**config.mk**
```make
export PLATFORM = sky130hd
export DESIGN_NAME = weight_loader
export DESIGN_NICKNAME = d
export VERILOG_FILES = /design/src/rtl/weight_loader.sv
export SDC_FILE = /design/constraint.sdc
export NUM_CORES = 1
export LEC_CHECK = 0
export CORE_MARGIN = 2
export CORE_UTILIZATION = 45
export DETAILED_ROUTE_END_ITERATION = 8
export PLACE_DENSITY = 0.78
export SYNTH_ARGS = -nofsm -noshare
export SYNTH_HDL_FRONTEND = slang
export SYNTH_SLANG_ARGS = --single-unit
```
**constraint.sdc**
```tcl
create_clock -name clk -period 1.4 [get_ports clk]
set_input_delay 0.14 -clock clk [delete_from_list [all_inputs] [get_ports clk]]
set_output_delay 0.14 -clock clk [all_outputs]
set_load 0.01 [all_outputs]
```
**src/rtl/weight_loader.sv**
```systemverilog
`default_nettype none
// +--------------------------------------------------------------------------+
// | weight_loader: streams host weight bytes into a NUM_WEIGHTS-entry memory  |
// | with inter-byte timeout and sticky protocol error.  Rev 1.0               |
// +--------------------------------------------------------------------------+
module weight_loader #(
  parameter int NUM_WEIGHTS    = 4,
  parameter int ADDR_W         = 2,
  parameter int TIMEOUT_CYCLES = 255
) (
  input  logic              clk,
  input  logic              rst,
  input  logic              load_start,
  input  logic              host_valid,
  input  logic [7:0]        host_data,
  output logic              host_ready,
  output logic              mem_ctrl_en,
  output logic [ADDR_W-1:0] addr,
  output logic [7:0]        rpi_weights,
  output logic              busy,
  output logic              load_done,
  output logic              weights_valid,
  output logic              error
);

  localparam logic [ADDR_W-1:0] c_last_idx   = ADDR_W'(NUM_WEIGHTS - 1);
  localparam logic [15:0]       c_timer_last = 16'(TIMEOUT_CYCLES - 1);

  typedef enum logic [1:0] {
    S_IDLE = 2'd0,
    S_LOAD = 2'd1,
    S_DONE = 2'd2
  } state_t;

  state_t            r_state, w_state_nxt;
  logic [ADDR_W-1:0] r_count, w_count_nxt;
  logic [15:0]       r_timer, w_timer_nxt;

  logic              w_mem_en_nxt;
  logic [ADDR_W-1:0] w_addr_nxt;
  logic [7:0]        w_data_nxt;
  logic              w_done_nxt;
  logic              w_wvalid_nxt;
  logic              w_error_nxt;
  logic              w_accept;
  logic              w_drop;

  // host_ready is the registered image of "state is LOAD", so it gates acceptance directly
  assign w_accept = host_valid && host_ready;
  assign w_drop   = host_valid && !host_ready;

  always_comb begin
    w_state_nxt  = r_state;
    w_count_nxt  = r_count;
    w_timer_nxt  = r_timer;
    w_mem_en_nxt = 1'b0;
    w_addr_nxt   = addr;
    w_data_nxt   = rpi_weights;
    w_done_nxt   = 1'b0;
    w_wvalid_nxt = weights_valid;
    w_error_nxt  = error;

    case (r_state)
      S_IDLE: begin
        if (load_start) begin
          w_state_nxt  = S_LOAD;
          w_count_nxt  = '0;
          w_timer_nxt  = '0;
          w_wvalid_nxt = 1'b0;
          w_error_nxt  = 1'b0;
        end
      end
      S_LOAD: begin
        // an accepted byte beats a timer expiring in the same cycle
        if (w_accept) begin
          w_mem_en_nxt = 1'b1;
          w_addr_nxt   = r_count;
          w_data_nxt   = host_data;
          w_timer_nxt  = '0;
          w_count_nxt  = r_count + 1'b1;
          if (r_count == c_last_idx) begin
            w_state_nxt = S_DONE;
          end
        end else if (r_timer == c_timer_last) begin
          w_state_nxt = S_IDLE;
          w_count_nxt = '0;
          w_timer_nxt = '0;
          w_error_nxt = 1'b1;
          w_wvalid_nxt = 1'b0;
        end else begin
          w_timer_nxt = r_timer + 16'd1;
        end
      end
      S_DONE: begin
        w_state_nxt  = S_IDLE;
        w_done_nxt   = 1'b1;
        w_wvalid_nxt = 1'b1;
      end
      default: begin
        w_state_nxt = S_IDLE;
      end
    endcase

    // a dropped byte flags an error even when a start clears it in the same cycle
    if (w_drop) begin
      w_error_nxt = 1'b1;
    end
  end

  always_ff @(posedge clk) begin
    if (rst) begin
      r_state       <= S_IDLE;
      r_count       <= '0;
      r_timer       <= '0;
      host_ready    <= 1'b0;
      mem_ctrl_en   <= 1'b0;
      addr          <= '0;
      rpi_weights   <= '0;
      busy          <= 1'b0;
      load_done     <= 1'b0;
      weights_valid <= 1'b0;
      error         <= 1'b0;
    end else begin
      r_state       <= w_state_nxt;
      r_count       <= w_count_nxt;
      r_timer       <= w_timer_nxt;
      host_ready    <= (w_state_nxt == S_LOAD);
      mem_ctrl_en   <= w_mem_en_nxt;
      addr          <= w_addr_nxt;
      rpi_weights   <= w_data_nxt;
      busy          <= (w_state_nxt != S_IDLE);
      load_done     <= w_done_nxt;
      weights_valid <= w_wvalid_nxt;
      error         <= w_error_nxt;
    end
  end

endmodule
`default_nettype wire

```
Word level (Yosys, flattened, before mapping)
Cells that the tools add are included.

storage, ports and cells
  logic and storage cells = 63
  bits in latches = 0
  memory bits (read-only) = 0
  register bits after elaboration = 36
  RAM bits = 0
  memories = 0
  output and inout bits = 16
  input bits = 12

operators by class
  equal/unequal tests = 12
  reductions and logical operators = 14
  shift operators = 0
  mux-type cells = 23
  multipliers = 0
  divide/modulo/power cells = 0
  bitwise logic cells = 1
  add/subtract/negate cells = 2
  order comparisons = 0

operators by type and width
  kind                   count
  $mux 16                3
  $pmux 16 s2            1
  $add 16x1->16 const B  1
  $eq 16x8->1 const B    1
  $mux 2                 7
  $ne 3x3->1 const B     4
  $mux 1                 8
  $pmux 2 s2             2
  $reduce_and 4->1       2
  $ne 2x2->1 const B     3
  $reduce_bool 3->1      2
  $eq 2x1->1 const B     2
  $eq 2x2->1 const B     2
  $reduce_and 2->1       2
  $reduce_bool 2->1      2
  $pmux 1 s3             1
  $reduce_and 3->1       1
  $add 2x1->2 const B    1
  $logic_and 1x1->1      2
  $logic_not 2->1        1
  $pmux 1 s2             1
  $reduce_or 2->1        1
  $logic_not 1->1        1
  $not 1->1              1

Longest topological paths before layout
  depth in word-level cells = 5
  gate-level depth with buffers = 7
  mapped depth without buffers = 6

Least setup slack after synthesis
Ideal clock, no wire load.

  path kind = flip-flop to flip-flop
  start point = register r_timer[0]
  end point = register error
  stages on the path, launching flop included = 7
  period minus slack after synthesis = 1551 ps
  arrival = 1481 ps
  data required time = 1330 ps
  path buffers = 0
  library setup time = 70 ps
  setup slack = -151 ps
  cells stage by stage = dfxtp_1 -> inv_1 -> ha_1 -> nor4b_2 -> nand4_4 -> or4b_1 -> a21oi_1

between the ends
  cells in the longest elaborated chain, start to end = 3

RTL lines
  element                     RTL line  text
  start, declared             37        logic [15:0] r_timer, w_timer_nxt;
  start signal, assigned      126       r_timer <= w_timer_nxt;
  $eq 16x8->1                 84        end else if (r_timer == c_timer_last) begin
  $ne 3x3->1 (no line)        --
  $reduce_and 4->1 (no line)  --
  end signal, assigned        134       error <= w_error_nxt;
  end, declared               23        output logic error

No other way between the ends.
A chain may end at the register's enable or synchronous reset.

Final worst setup path
  start point = register r_timer[0]
  end point = register r_timer[9]

between the ends
  cells in the longest elaborated chain, start to end = 4
  elaborated cells on any way between the ends = 5
  those cells by class = add/sub: 1; eq/ne: 1; mux: 3

RTL lines
  element                                              RTL line  text
  $add 16x1->16 / $eq 16x8->1 (equally long branches)  91, 84
  $mux 16 *                                            84
  $mux 16 *                                            75        if (w_accept) begin
  $pmux 16 s2 *                                        63        case (r_state)

Every way passes the cells marked *; elsewhere a longest branch is shown, timed or not.

==> results_dict.tcl <==
set metrics [dict create \
    chipHeight_um 65.0 \
    setup_tns_ns -2.77 \
    die_w_um 65.0 \
    ir_worst_vdd_uv 667 \
    yosysSeqAreaShare_pct 43.0 \
    clock_sinks 36 \
    clockBufferDepth 2 \
    finClkSkew_ns 0.00441 \
    post-route-min-period_ns 1.58 \
    drt_iter0_markers 83 \
    hold_violations 0 \
    ff_latch_area_um2 726 \
    ant_nets 0 \
    yosysWarnings 0 \
    syn_area_um2 1680 \
    final_cells 312 \
    place_inst 297 \
    ios 28 \
    critPathArrivalTime_ns 1.76 \
    rsz0062_at_grt "true" \
    multiInputGateArea_um2 992 \
    startpoint_type "flop" \
    wl_mm 4.45 \
    dpl.hpwl_mm 2.84 \
    grt_pass1_vias 1607 \
    violations "setup timing" \
    syn_area_per_cell_um2 8.38 \
    drive_gt1_share_pct 29.2 \
    timing.final.crit_share_pct 113 \
    syn_to_final_growth_pct 51.8 \
    total_power_uw 2220 \
    post-place-ws_ns -0.195 \
    portBuffers 27 \
    synthCells 200 \
    grt_pass1_wl_mm 6.98 \
    maxCapViolCount 0 \
    syn_nets 215 \
    clk_pin_slew_ns 0.07 \
    required_ns 1.58 \
    synthArstFlopShare_pct 0 \
    worstSkewPairLatency_ns 0.29 \
    cp_max_fo 19 \
    detail_route.wl_per_cell_um 14.3 \
    cts_inserted_buffers 5 \
    final_common_cell "buf_4" \
    cellLeakagePower_uw 0.000935 \
    finalWorstSetupSlack_ns -0.183 \
    report.final.slew_viol_count 0 \
    synth-main-ff-cell "dfxtp_1" \
    grt-ovfl-total 0 \
    dieArea_um2 4230 \
    fin_area_um2 2540 \
    fillers 270 \
    max_freq_ghz 0.632 \
    ys_types 37 \
    grt_usage_pct 21.1 \
    min_path_type "in -> reg" \
    relSlewSlack_pct 77.3 \
    drc 0 \
    root_buffer "clkbuf_8" \
    via_per_inst 5.44 \
    mostFrequentLayoutCells "37 x buf_4, 32 x dfxtp_1, 30 x nand2_1, 27 x clkdlybuf4s50_1" \
    setup_violations 23 \
    vias 1698 \
    critPathKind "reg -> reg" \
    cellPowerDensity_nw_per_um2 873 \
    outcome "finished with violations" \
    synth_edf_count 0 \
    postCtsHoldBufs 0 \
    dr.pass1.iters 4 \
    tightest_slew_ns 0.337 \
    grt_antenna_before_repair 0 \
    grt_max_degree 25 \
    final_nets 278 \
    cts_tree "done" \
    cts.htree.levels 2 \
    dpl-instance-area_um2 2230 \
    synth_seq_cells 36 \
    fp-row-count 22 \
    core_um2 3610 \
    diodes 0 \
    end_kind "flop" \
    gp_congestion 0.832 \
    start_util_pct 46.5 \
]
==> flip-flops by register name (all words and copies together), names as in the netlist <==
signal,flops
r_count,2
r_timer,16
r_state,2
addr,2
busy,1
host_ready,1
rpi_weights,8
mem_ctrl_en,1
error,1
weights_valid,1
load_done,1
==> critical path, stage by stage, from the launching register on <==
cell and delay [ns]:
dfxtp_2 0.33, inv_2 0.07, ha_4 0.13, nor4b_4 0.24
nand4_4 0.14, buf_4 0.16, buf_12 0.15, a31oi_1 0.17
o22ai_1 0.09
==> area by class of cell <==
class / count / share of cell area (%)
multi-input combinational: 146 / 39.0
timing repair buffer: 69 / 25.1
clock buffer: 6 / 2.85
sequential: 36 / 28.5
inverter: 5 / 0.738
clock inverter: 2 / 1.38
tap: 48 / 2.36
==> power breakdown <==
part / internal [uW] / total [uW] / switching (uW) / leakage [uW]
Sequential: 1050 / 1070 / 19.7 / 0.000293
Combinational: 133 / 252 / 118 / 0.000587
Clock: 528 / 903 / 375 / 0.0000552
==> path summary, 6_finish.rpt <==
kind                          startpoint                          end  slack, ns  depth (start not counted)
max              r_timer[0]$_SDFFE_PP0P_      r_timer[9]$_SDFFE_PP0P_      -0.18                          8
max reg2reg      r_timer[0]$_SDFFE_PP0P_      r_timer[9]$_SDFFE_PP0P_      -0.18                          8
min reg2reg  rpi_weights[0]$_SDFFE_PP0P_  rpi_weights[0]$_SDFFE_PP0P_       0.45                          2
min                         host_data[7]  rpi_weights[7]$_SDFFE_PP0P_       0.39                          3
==> Yosys cell counts (2+ instances only) <==
cell	n	area [um^2]
dfxtp_1	36	721
nand2_1	31	116
a21oi_1	18	90.1
a31oi_1	17	106
nand3_1	14	70.1
and3_1	6	37.5
o21ai_0	6	30.0
a41oi_1	5	43.8
buf_2	5	25.0
clkbuf_1	5	18.8
inv_1	5	18.8
nor2_1	5	18.8
nor3_1	5	25.0
and4_1	4	35.0
and2_1	3	18.8
ha_1	3	37.5
nand2b_1	3	18.8
nor2b_1	3	18.8
o211ai_1	3	22.5
buf_4	2	15.0
nand3b_1	2	15.0
nand4_1	2	12.5
o21bai_1	2	15.0
o22ai_1	2	12.5
==> cells by family after synthesis <==
group | share of synthesized area [%]
AO/OA/AOI/OAI | 20.2
XOR/XNOR | 0.523
adder cells (fa/ha/maj) | 2.24
buffers and inverters | 4.85
flip-flops | 43.0
AND/OR/NAND/NOR | 29.2
==> what timing repair did <==
item	CTS	global route
endpoints found under the setup margin	21	35
cloned	0	1
setup buffers	1	5
resized for setup	15	20
pin swaps	6	5
==> metal layers <==
metal / up-vias / global-route usage (%) / part of all wire, %
met3: 4 / 6.77 / 3.6
met4: 0 / 5.99 / 0.92
met5: - / 0 / 0
li1: 860 / - / -
met1: 805 / 24.9 / 45
met2: 29 / 36.7 / 50
==> through the flow <==
step / utilization (%) / hold slack (ns)
global route: 70.5 / 0.393
floorplan: - / 0.224
detailed placement: 61.8 / 0.446
finish: 70.5 / 0.391
global placement: 61.8 / 0.441
CTS: 66.2 / 0.385
(Power assumes the default switching activity.)
